File: config.mk
export PLATFORM = sky130hd
export DESIGN_NAME = uart_tx_fifo_ctrl
export DESIGN_NICKNAME = d
export VERILOG_FILES = /design/src/rtl/uart_tx_fifo_pkg.sv /design/src/rtl/uart_fifo_mem.sv /design/src/rtl/uart_tx_fifo_ctrl.sv
export SDC_FILE = /design/constraint.sdc
export NUM_CORES = 1
export LEC_CHECK = 0
export CAP_MARGIN = 5
export CORE_UTILIZATION = 64
export CTS_BUF_LIST = sky130_fd_sc_hd__clkbuf_16
export CTS_CLUSTER_SIZE = 30
export DETAILED_ROUTE_END_ITERATION = 7
export PLACE_DENSITY = 0.84
export SLEW_MARGIN = 20
export SYNTH_ARGS = -nofsm -noshare
export SYNTH_HDL_FRONTEND = slang
export SYNTH_SLANG_ARGS = --single-unit
export TNS_END_PERCENT = 10
File: constraint.sdc
create_clock -name clock -period 4.4 [get_ports clock]
set_input_delay 0.44 -clock clock [delete_from_list [all_inputs] [get_ports clock]]
set_output_delay 0.44 -clock clock [all_outputs]
set_load 0.01 [all_outputs]
File: src/rtl/uart_tx_fifo_pkg.sv
// Purpose : shared types and helpers for the UART transmit FIFO controller.
// Latency : n/a (types, encodings and a pure threshold function only).
// Backpressure: n/a.
package uart_tx_fifo_pkg;

    // Serializer feed FSM: IDLE waits for data, LOAD pops one byte into the
    // read register, PRESENT holds it on tx_data until the handshake.
    typedef enum logic [1:0] {
        IDLE    = 2'd0,
        LOAD    = 2'd1,
        PRESENT = 2'd2
    } tx_state_e;

    // trig_lvl encodings for the low-water threshold interrupt.
    typedef enum logic [1:0] {
        TRIG_ZERO    = 2'd0,
        TRIG_TWO     = 2'd1,
        TRIG_QUARTER = 2'd2,
        TRIG_HALF    = 2'd3
    } trig_lvl_e;

    // Occupancy threshold selected by trig_lvl for a FIFO of 'depth' entries.
    function automatic int unsigned thr_of(input logic [1:0] lvl, input int unsigned depth);
        int unsigned thr;
        case (trig_lvl_e'(lvl))
            TRIG_ZERO:    thr = 0;
            TRIG_TWO:     thr = 2;
            TRIG_QUARTER: thr = depth / 4;
            default:      thr = depth / 2;
        endcase
        return thr;
    endfunction

endpackage

File: src/rtl/uart_fifo_mem.sv
// Purpose : DEPTH x DATA_W byte store, one write port, one registered read port.
// Latency : write lands at the clock edge; rd_data updates one edge after rd_en.
// Backpressure: none; the controller guarantees it never reads an unwritten slot.
// Ports   : clock/reset, wr_en/wr_addr/wr_data write port,
//           rd_en/rd_addr read request, rd_data registered read result.
module uart_fifo_mem #(
    parameter int DEPTH  = 16,
    parameter int DATA_W = 8,
    parameter int PTR_W  = $clog2(DEPTH)
) (
    input  logic              clock,
    input  logic              reset,
    input  logic              wr_en,
    input  logic [PTR_W-1:0]  wr_addr,
    input  logic [DATA_W-1:0] wr_data,
    input  logic              rd_en,
    input  logic [PTR_W-1:0]  rd_addr,
    output logic [DATA_W-1:0] rd_data
);

    // Storage array deliberately has no reset; only the read register does,
    // so the presented byte comes up as zero.
    logic [DATA_W-1:0] mem [DEPTH];

    always_ff @(posedge clock) begin
        if (wr_en) begin
            mem[wr_addr] <= wr_data;
        end
    end

    always_ff @(posedge clock or posedge reset) begin
        if (reset) begin
            rd_data <= '0;
        end else if (rd_en) begin
            rd_data <= mem[rd_addr];
        end
    end

endmodule

File: src/rtl/uart_tx_fifo_ctrl.sv
// Purpose : UART TX FIFO: buffers host bytes, feeds the serializer, raises status.
// Latency : byte written at edge N is presented (tx_valid=1) from edge N+2 when idle and enabled.
// Backpressure: tx_data held until tx_valid&&tx_ready; writes while full are dropped and flag ovr_err.
// Ports   : clock/reset; wr_en/wr_data host write; fifo_clr flush; trig_lvl threshold select;
//           tx_enable launch gate; tx_valid/tx_data/tx_ready serializer handshake;
//           fifo_ptr occupancy, full, empty, thr_irq, ovr_err status.
module uart_tx_fifo_ctrl
    import uart_tx_fifo_pkg::*;
#(
    parameter int DEPTH  = 16,
    parameter int DATA_W = 8,
    parameter int PTR_W  = $clog2(DEPTH)
) (
    input  logic              clock,
    input  logic              reset,
    input  logic              wr_en,
    input  logic [DATA_W-1:0] wr_data,
    input  logic              fifo_clr,
    input  logic [1:0]        trig_lvl,
    input  logic              tx_enable,
    output logic              tx_valid,
    output logic [DATA_W-1:0] tx_data,
    input  logic              tx_ready,
    output logic [PTR_W:0]    fifo_ptr,
    output logic              full,
    output logic              empty,
    output logic              thr_irq,
    output logic              ovr_err
);

    localparam int CNT_W = PTR_W + 1;
    localparam logic [CNT_W-1:0] DEPTH_C = CNT_W'(DEPTH);
    localparam logic [CNT_W-1:0] CNT_ONE = CNT_W'(1);
    localparam logic [PTR_W-1:0] PTR_ONE = PTR_W'(1);

    tx_state_e         state_q, state_d;
    logic [PTR_W-1:0]  wr_ptr, rd_ptr;
    logic [CNT_W-1:0]  count, count_nxt;
    logic [CNT_W-1:0]  thr_val;
    logic              wr_acc;
    logic              pop;
    logic              thr_q;
    logic              ovr_q;

    // Status flags derive from the count register itself, so they move on
    // exactly the same edge as fifo_ptr.
    assign fifo_ptr = count;
    assign full     = (count == DEPTH_C);
    assign empty    = (count == '0);
    assign thr_irq  = thr_q;
    assign ovr_err  = ovr_q;

    assign thr_val  = CNT_W'(thr_of(trig_lvl, DEPTH));

    // full is the start-of-cycle value: a concurrent pop does not make room.
    assign wr_acc   = wr_en && !full && !fifo_clr;

    // ---------------- FSM ----------------
    always_ff @(posedge clock or posedge reset) begin
        if (reset) begin
            state_q <= IDLE;
        end else begin
            state_q <= state_d;
        end
    end

    always_comb begin
        state_d  = state_q;
        pop      = 1'b0;
        tx_valid = 1'b0;
        case (state_q)
            IDLE: begin
                if (!empty && tx_enable) begin
                    state_d = LOAD;
                end
            end
            LOAD: begin
                pop     = 1'b1;
                state_d = PRESENT;
            end
            PRESENT: begin
                // tx_enable only gates the next LOAD; a presented byte stays up.
                tx_valid = 1'b1;
                if (tx_ready) begin
                    state_d = (!empty && tx_enable) ? LOAD : IDLE;
                end
            end
            default: state_d = IDLE;
        endcase
        // A flush wins over everything; a handshake in the same cycle simply
        // completes, the flush then discards whatever is still queued.
        if (fifo_clr) begin
            state_d = IDLE;
            pop     = 1'b0;
        end
    end

    // ---------------- pointers and count ----------------
    always_comb begin
        count_nxt = count;
        if (fifo_clr) begin
            count_nxt = '0;
        end else if (wr_acc && !pop) begin
            count_nxt = count + CNT_ONE;
        end else if (!wr_acc && pop) begin
            count_nxt = count - CNT_ONE;
        end
    end

    always_ff @(posedge clock or posedge reset) begin
        if (reset) begin
            wr_ptr <= '0;
            rd_ptr <= '0;
            count  <= '0;
            thr_q  <= 1'b1;
            ovr_q  <= 1'b0;
        end else begin
            count <= count_nxt;
            thr_q <= (count_nxt <= thr_val);
            if (fifo_clr) begin
                wr_ptr <= '0;
                rd_ptr <= '0;
                ovr_q  <= 1'b0;
            end else begin
                // Power-of-two depth: natural wrap of the pointer is modulo DEPTH.
                if (wr_acc) begin
                    wr_ptr <= wr_ptr + PTR_ONE;
                end
                if (pop) begin
                    rd_ptr <= rd_ptr + PTR_ONE;
                end
                if (wr_en && full) begin
                    ovr_q <= 1'b1;
                end
            end
        end
    end

    // ---------------- storage ----------------
    uart_fifo_mem #(
        .DEPTH  (DEPTH),
        .DATA_W (DATA_W),
        .PTR_W  (PTR_W)
    ) u_mem (
        .clock   (clock),
        .reset   (reset),
        .wr_en   (wr_acc),
        .wr_addr (wr_ptr),
        .wr_data (wr_data),
        .rd_en   (pop),
        .rd_addr (rd_ptr),
        .rd_data (tx_data)
    );

endmodule

==> flow_summary.ini, run 1 <==
[grt]
antenna_found_initial = 0
grt_pass1_wl_um = 20000
grt_max_degree = 36
grt_usage = 0.287
overflow = 0
grt_pass1_vias = 3512

[worst_setup_path]
cp_cell_sequence = inv_1, ha_1, and4bb_4, nand2b_1, nor2_1, nand2_1, nor3_1
critPathArrivalTime_ns = 3.00
critical_path_required_ns = 4.43
slowest_stage = nor3_1
worstPathMaxFanout = 8
crit_type = flip-flop to flip-flop
max_stage_delay_ns = 0.85
cp-start-kind = flip-flop
end_kind = flip-flop

[timing]
slew_headroom = 0.269
holdWs_ns = 0.401
fin_tns_setup_ns = 0
slew_viol_final = 0
min_period_ns = 2.97
rsz0062_at_grt = false
fin_skew_ns = 0.0171
setup_viol = 0
hold_viol = 0
tightestPinTransition_ns = 1.10
final.setup.worst_slack_ns = 1.43
timing.fmax_mhz = 337
finalCritPeriodShare = 0.675

[yosys]
synth_cells = 353
synth_top_area_frac = 0.614
ys_types = 36
synth_top_cell_by_area = edfxtp_1
avgSynthCellArea_um2 = 17.7
synth_flop_cell = edfxtp_1
synthTopCellsByCount = edfxtp_1 (128), mux4_2 (32), nand2_1 (27), nor2_1 (26), dfrtp_1 (24)
seq_area_frac_synth = 0.714
async_flop_share = 0.163
synth_most_common_cell = edfxtp_1
synthTopCellsByArea = edfxtp_1 (61%), mux4_2 (12%), dfrtp_1 (9.6%)
synth_edf_count = 128
ys_ff_latch = 153
synth_area_um2 = 6260
synth_fp_nets = 379
yosys_warnings = 0

[die]
ios = 34
die_y_um = 101
dieArea_um2 = 10200
start_util = 0.668
fp-row-count = 35
die_w_um = 101
core_area_um2 = 9370

[placed_design]
pre_cts_slack_ns = 1.44
io_buffer_count = 33
gp_congestion = 0.798
dpl_cell_area_um2 = 6670
placed_cells = 497
place_hpwl_um = 7960

[clocking]
htree_levels = 4
clk_pin_slew_worst_paths_ns = 0.07
postCtsSetupBuffers = 0
clk_latency_ns = 0.42
numClockSinks = 153
ctsResizeCount = 0
ctsHoldBuffers = 0
cts.path.max_buffers = 2
cts_root_buf = clkbuf_16
cts_made_buffers = 17
cts_tree = done

[power_and_ir_drop]
pwr-share-seq = 0.475
power.net_switching_mw = 0.870
power.density_nw_per_um2 = 495
internal-power_mw = 2.72
pwr-share-comb = 0.129
p_leak_nw = 2.39
p_sw_frac = 0.242
peakVddDrop_uv = 282
clockPowerShare = 0.397

[outcome]
outcome = finished clean

[layout]
drive_above_1_share = 0.190
area.growth.synth_to_final_pct = 16.0
stdcell_count = 528
antenna_cells = 0
fin_area_um2 = 7260
nets = 413

[routing]
vias = 3396
via_per_inst = 6.43
wl_per_cell_um = 25.0
drtIter0Drc = 326
wirelength_um = 13200
dr.pass1.iters = 4
drc = 0
ant_nets = 0

[flow_run]
drv_cap = 0

[min_path]
hold_path.class = input pin to asynchronous set/reset pin
==> state kept, by name, indices dropped and copies added (netlist names) <==
| name | cells |
|---|---|
| state_q | 2 |
| thr_irq | 1 |
| u_mem.rd_data | 8 |
| wr_ptr | 4 |
| fifo_ptr | 5 |
| rd_ptr | 4 |
| u_mem.mem | 128 |
| ovr_err | 1 |
==> critical path, delay by kind of cell (launching register included) <==
family        cells  cell delay (ns)
buf+inv           1             0.07
simple gates      5             1.84
fa+ha+maj         1             0.23
flops             1             0.44
==> cell families (layout without fill, tap and decap cells) <==
kind of cell | after synthesis | after routing | synth area share
AO/OA/AOI/OAI | 22 | 22 | 0.0272
buffers and inverters | 25 | 71 | 0.0188
adder cells (fa/ha/maj) | 10 | 10 | 0.0200
flip-flops | 153 | 153 | 0.714
multiplexers | 49 | 49 | 0.142
AND/OR/NAND/NOR | 85 | 85 | 0.0650
XOR/XNOR | 9 | 9 | 0.0126
==> cell type report <==
cell class | count | area, um^2
well taps | 129 | 161
flip-flops and latches | 153 | 4470
inverters | 5 | 18.8
clock buffers | 17 | 425
fillers | 538 | 2110
repair buffers | 35 | 345
multi-input cells | 175 | 1690
clock inverters | 14 | 149
==> placed cells by master (no fill, tap or decap), types with 6 or more instances in the layout <==
master | Yosys | final
nand2b_1 | 8 | 8
mux2i_1 | 17 | 17
nor2b_1 | 6 | 6
dfrtp_1 | 24 | 22
edfxtp_1 | 128 | 128
nor2_1 | 26 | 26
mux4_2 | 32 | 32
clkbuf_16 | 0 | 17
clkdlybuf4s50_1 | 0 | 33
o221ai_1 | 8 | 8
nand2_1 | 27 | 27
ha_1 | 10 | 10
==> per-layer routing <==
| layer | GRT usage | vias to the layer above | part of all wire |
|---|---|---|---|
| li1 | - | 1443 | - |
| met1 | 0.368 | 1744 | 0.40 |
| met2 | 0.464 | 181 | 0.50 |
| met3 | 0.0742 | 28 | 0.073 |
| met4 | 0.134 | 0 | 0.024 |
| met5 | 0 | - | 0 |
==> per-stage QoR <==
stage	power [mW]	utilization
after floorplan	1.99	-
after global placement	2.17	0.712
after detailed placement	2.19	0.712
after CTS	3.60	0.773
after global routing	3.69	0.775
final	3.59	0.775
==> worst paths after layout <==
path                                    endpoint        startpoint  slack, ns  depth (start not counted)
worst max-delay path             u_mem.mem[2][7]       fifo_ptr[0]       1.43                          7
max in group asynchronous              rd_ptr[0]             reset       3.58                          2
worst min-delay path                     ovr_err             reset       0.40                          2
worst min register to register  u_mem.rd_data[0]  u_mem.rd_data[0]       0.50                          2
min in group clock              u_mem.rd_data[0]  u_mem.rd_data[0]       0.50                          2
worst max register to register   u_mem.mem[2][7]       fifo_ptr[0]       1.43                          7
==> power by group through the flow <==
stage               registers [mW]  clock network [mW]  logic (mW)
floorplan                     1.72                   0       0.263
global placement              1.73                   0       0.442
detailed placement            1.73                   0       0.459
CTS                           1.70                1.43       0.464
global route                  1.71                1.48       0.498
finish                        1.70                1.42       0.462
Power figures use the tool's default switching activity.
==> inputs of run 2 (changes only) <==
--- a/config.mk
+++ b/config.mk
@@ -6,11 +6,11 @@
 export NUM_CORES = 1
 export LEC_CHECK = 0
 export CAP_MARGIN = 5
-export CORE_UTILIZATION = 64
+export CORE_UTILIZATION = 59
 export CTS_BUF_LIST = sky130_fd_sc_hd__clkbuf_16
 export CTS_CLUSTER_SIZE = 30
 export DETAILED_ROUTE_END_ITERATION = 7
-export PLACE_DENSITY = 0.84
+export PLACE_DENSITY = 0.79
 export SLEW_MARGIN = 20
 export SYNTH_ARGS = -nofsm -noshare
 export SYNTH_HDL_FRONTEND = slang
==> constraint.sdc (replaced) <==
create_clock -name clock -period 2.9 [get_ports clock]
set_input_delay 0.29 -clock clock [delete_from_list [all_inputs] [get_ports clock]]
set_output_delay 0.29 -clock clock [all_outputs]
set_load 0.01 [all_outputs]
==> flow_summary.ini, run 2 (synthesized netlist as in run 1, its figures left out) <==
[clocking]
cts_made_buffers = 17
cts.path.max_buffers = 2
htree_levels = 4
ctsHoldBuffers = 0
numClockSinks = 153
cts_tree = done
clk_latency_ns = 0.42
clk_pin_slew_worst_paths_ns = 0.07
cts_root_buf = clkbuf_16
postCtsSetupBuffers = 0
ctsResizeCount = 0

[die]
fp-row-count = 37
core_area_um2 = 10300
die_w_um = 105
die_y_um = 105
start_util = 0.606
dieArea_um2 = 11000
ios = 34

[routing]
drc = 0
wl_per_cell_um = 21.9
drtIter0Drc = 299
vias = 3323
wirelength_um = 12300
dr.pass1.iters = 4
ant_nets = 0
via_per_inst = 5.94

[power_and_ir_drop]
internal-power_mw = 4.02
p_leak_nw = 2.51
power.net_switching_mw = 1.39
clockPowerShare = 0.391
p_sw_frac = 0.256
pwr-share-seq = 0.476
peakVddDrop_uv = 517
power.density_nw_per_um2 = 727
pwr-share-comb = 0.133

[outcome]
outcome = finished clean

[worst_setup_path]
end_kind = flip-flop
crit_buf_inv = 1
cp-start-kind = flip-flop
worstRegToRegCells = 12
max_stage_delay_ns = 0.45
reg2reg_from = fifo_ptr[0]
worstPathMaxFanout = 6
critPathArrivalTime_ns = 2.92
endpoint = thr_irq
worst-r2r-setup-slack_ns = 0.33
r2r-end = thr_irq
critical_path_required_ns = 3.25
slowest_stage = dfrtp_1
crit_type = flip-flop to flip-flop
startpoint = fifo_ptr[0]
cpLargestDelayFamily = simple AND/OR/NAND/NOR gates
cp_cell_sequence = inv_1, ha_1, and4bb_4, nand2b_1, mux2i_1, xnor2_1, nor2_1, ha_1, nor2b_1, o21ai_0, nand2b_1, a21oi_2
path_depth = 12

[layout]
area.growth.synth_to_final_pct = 18.8
regMostFlops = u_mem.mem
drive_above_1_share = 0.227
largest_reg_flops = 128
nets = 436
antenna_cells = 0
final_cell_mix = edfxtp_1 (128), clkdlybuf4s50_1 (33), mux4_2 (32)
final_common_cell = edfxtp_1
nFillCells = 627

[timing]
rsz0062_at_grt = false
slew_viol_final = 0
fin_tns_setup_ns = 0
fin_skew_ns = 0.00809
setup_viol = 0
holdWs_ns = 0.232
timing.fmax_mhz = 390
hold_viol = 0
min_period_ns = 2.57
tightestPinTransition_ns = 0.934
finalCritPeriodShare = 0.885
slew_headroom = 0.377

[grt]
grt_usage = 0.250
grt_max_degree = 36
grt_pass1_wl_um = 19700
grt_pass1_vias = 3547
overflow = 0
antenna_found_initial = 0

[placed_design]
io_buffer_count = 33
gp_congestion = 0.828
place_hpwl_um = 7580

[flow_run]
drv_cap = 0

[min_path]
hold_path.class = input pin to asynchronous set/reset pin
## run 2: worst min-delay path by stage
stage | from | endpoint | slack, ns | cells after the start
2_1_floorplan | reset | fifo_ptr[0] | 0.32 | 1
6_report | reset | rd_ptr[1] | 0.23 | 2
3_5_place_dp | u_mem.rd_data[0] | u_mem.rd_data[0] | 0.49 | 2
3_3_place_gp | u_mem.rd_data[7] | u_mem.rd_data[7] | 0.48 | 2
5_1_grt | reset | rd_ptr[1] | 0.27 | 2
4_1_cts | reset | rd_ptr[1] | 0.23 | 2
## run 2: area by class of cell
type / instances / area, um^2 / share of cell area
multi-input cells: 175 / 1670 / 0.225
clock inverters: 15 / 150 / 0.0202
inverters: 5 / 18.8 / 0.00252
repair buffers: 58 / 531 / 0.0713
flip-flops and latches: 153 / 4470 / 0.601
well taps: 136 / 170 / 0.0229
clock buffers: 17 / 425 / 0.0572
## run 2: metrics by stage
| stage | utilization | cell area (um^2) | instances | setup slack, ns | power (mW) |
|---|---|---|---|---|---|
| after floorplan | - | 6260 | 353 | 0.397 | 3.01 |
| after global placement | 0.665 | 6860 | 527 | 0.453 | 3.32 |
| after CTS | 0.721 | 7440 | 559 | 0.332 | 5.44 |
| final | 0.721 | 7440 | 559 | 0.333 | 5.41 |
| after global routing | 0.721 | 7440 | 559 | 0.107 | 5.59 |
| after detailed placement | 0.665 | 6860 | 527 | 0.338 | 3.34 |
## run 2: layer usage
metal  vias to the layer above  part of all wire  global-route usage
li1                       1490                 -                   -
met1                      1707              0.41               0.337
met2                       109              0.52               0.409
met3                        17             0.058              0.0480
met4                         0             0.015              0.0936
met5                         -                 0                   0
## run 2: power by group through the flow
stage / sequential [mW] / combinational (mW) / clock [mW]
floorplan: 2.61 / 0.400 / 0
global route: 2.59 / 0.780 / 2.22
global placement: 2.62 / 0.702 / 0
finish: 2.58 / 0.720 / 2.11
CTS: 2.58 / 0.729 / 2.13
detailed placement: 2.62 / 0.719 / 0
==> inputs of run 3 (changes only) <==
--- a/config.mk
+++ b/config.mk
@@ -6,6 +6,7 @@
 export NUM_CORES = 1
 export LEC_CHECK = 0
 export CAP_MARGIN = 5
+export CORE_MARGIN = 1.5
 export CORE_UTILIZATION = 59
 export CTS_BUF_LIST = sky130_fd_sc_hd__clkbuf_16
 export CTS_CLUSTER_SIZE = 30
==> flow_summary.ini, run 3 (synthesized netlist as in run 1, its figures left out) <==
[timing]
tightestPinTransition_ns = 0.576
slew_viol_final = 0
finalCritPeriodShare = 0.881
hold_viol = 0
timing.fmax_mhz = 391
fin_skew_ns = 0.0148
final.setup.worst_slack_ns = 0.344
rsz0062_at_grt = false
setup_viol = 0
fin_tns_setup_ns = 0
min_period_ns = 2.56
slew_headroom = 0.616

[layout]
final_cell_mix = edfxtp_1 (128), clkdlybuf4s50_1 (33), mux4_2 (32)
largest_reg_flops = 128
antenna_cells = 0
regMostFlops = u_mem.mem
fin_area_um2 = 7410
area.growth.synth_to_final_pct = 18.4
final_common_cell = edfxtp_1
nets = 434
drive_above_1_share = 0.221

[grt]
grt_pass1_vias = 3474
grt_pass1_wl_um = 18800
antenna_found_initial = 0
grt_usage = 0.237
overflow = 0
grt_max_degree = 36

[worst_setup_path]
critPathArrivalTime_ns = 2.91
crit_type = flip-flop to flip-flop
worstPathMaxFanout = 6
cp_cell_sequence = inv_1, ha_1, and4bb_4, nand2b_1, mux2i_1, xnor2_1, nor2_1, ha_1, nor2b_1, o21ai_0, nand2b_1, a21oi_2
max_stage_delay_ns = 0.44
end_kind = flip-flop
cp-start-kind = flip-flop
slowest_stage = dfrtp_1
critical_path_required_ns = 3.25

[routing]
vias = 3343
ant_nets = 0
dr.pass1.iters = 4
wirelength_um = 12000
wl_per_cell_um = 21.5
via_per_inst = 6.00
drc = 0
drtIter0Drc = 231

[placed_design]
dpl_cell_area_um2 = 6850
pre_cts_slack_ns = 0.352
gp_congestion = 0.780
io_buffer_count = 33
place_hpwl_um = 7480

[clocking]
cts_root_buf = clkbuf_16
clk_latency_ns = 0.42
cts_made_buffers = 17
ctsResizeCount = 0
numClockSinks = 153
cts_tree = done
clk_pin_slew_worst_paths_ns = 0.07
postCtsSetupBuffers = 0
htree_levels = 4
ctsHoldBuffers = 0
cts.path.max_buffers = 2

[min_path]
hold_path.class = input pin to asynchronous set/reset pin

[die]
fp-row-count = 37
ios = 34
dieArea_um2 = 11200
core_area_um2 = 10300
die_w_um = 106
start_util = 0.606
die_y_um = 106

[power_and_ir_drop]
peakVddDrop_uv = 438
p_leak_nw = 2.49
power.density_nw_per_um2 = 726
fin_total_pwr_mw = 5.38

[flow_run]
drv_cap = 0

[outcome]
outcome = finished clean
run 3: where the power goes:
part           switching (mW)  internal, mW  total, mW
registers              0.0739          2.48       2.56
clock network           0.892          1.20       2.09
logic                   0.344         0.394      0.738
total                    1.31          4.07       5.38
run 3: path summary, 6_finish.rpt:
kind                             startpoint                to  slack (ns)  depth (start not counted)
max reg2reg                     fifo_ptr[0]           thr_irq        0.34                         12
min in group clock                tx_enable        state_q[0]        0.46                          3
min                                   reset         rd_ptr[2]        0.23                          3
max                             fifo_ptr[0]           thr_irq        0.34                         12
max in group asynchronous             reset           thr_irq        2.37                          3
min reg2reg                u_mem.rd_data[0]  u_mem.rd_data[0]        0.51                          2
run 3: final cells by class:
cell class / count / area [um^2]
clock inverters: 15 / 141
flip-flops and latches: 153 / 4470
fillers: 649 / 2910
repair buffers: 56 / 515
clock buffers: 17 / 425
well taps: 136 / 170
inverters: 5 / 18.8
multi-input cells: 175 / 1670
run 3: worst max-delay path: cells and delay by family, from the launching register on:
family / cells / cell delay [ns]
DFF: 1 / 0.44
buffers and inverters: 1 / 0.09
muxes: 1 / 0.26
adders and majority gates: 2 / 0.51
and+or+nand+nor: 5 / 0.81
xor gates and xnor gates: 1 / 0.14
AOI/OAI and AO/OA: 2 / 0.25
run 3: metrics by stage:
| step | cells | util | hold slack, ns |
|---|---|---|---|
| 6_report | 557 | 0.718 | 0.230 |
| 2_1_floorplan | 353 | - | 0.317 |
| 3_3_place_gp | 525 | 0.663 | 0.482 |
| 4_1_cts | 557 | 0.718 | 0.232 |
| 3_5_place_dp | 525 | 0.663 | 0.489 |
| 5_1_grt | 557 | 0.718 | 0.254 |
run 3: metal layers:
| layer | vias up | share of wire | global-route usage | routed length [um] |
|---|---|---|---|---|
| met2 | 119 | 0.50 | 0.379 | 5940 |
| li1 | 1484 | - | - | - |
| met5 | - | 0 | 0 | 0 |
| met1 | 1706 | 0.41 | 0.303 | 4870 |
| met3 | 34 | 0.058 | 0.0736 | 689 |
| met4 | 0 | 0.039 | 0.106 | 465 |
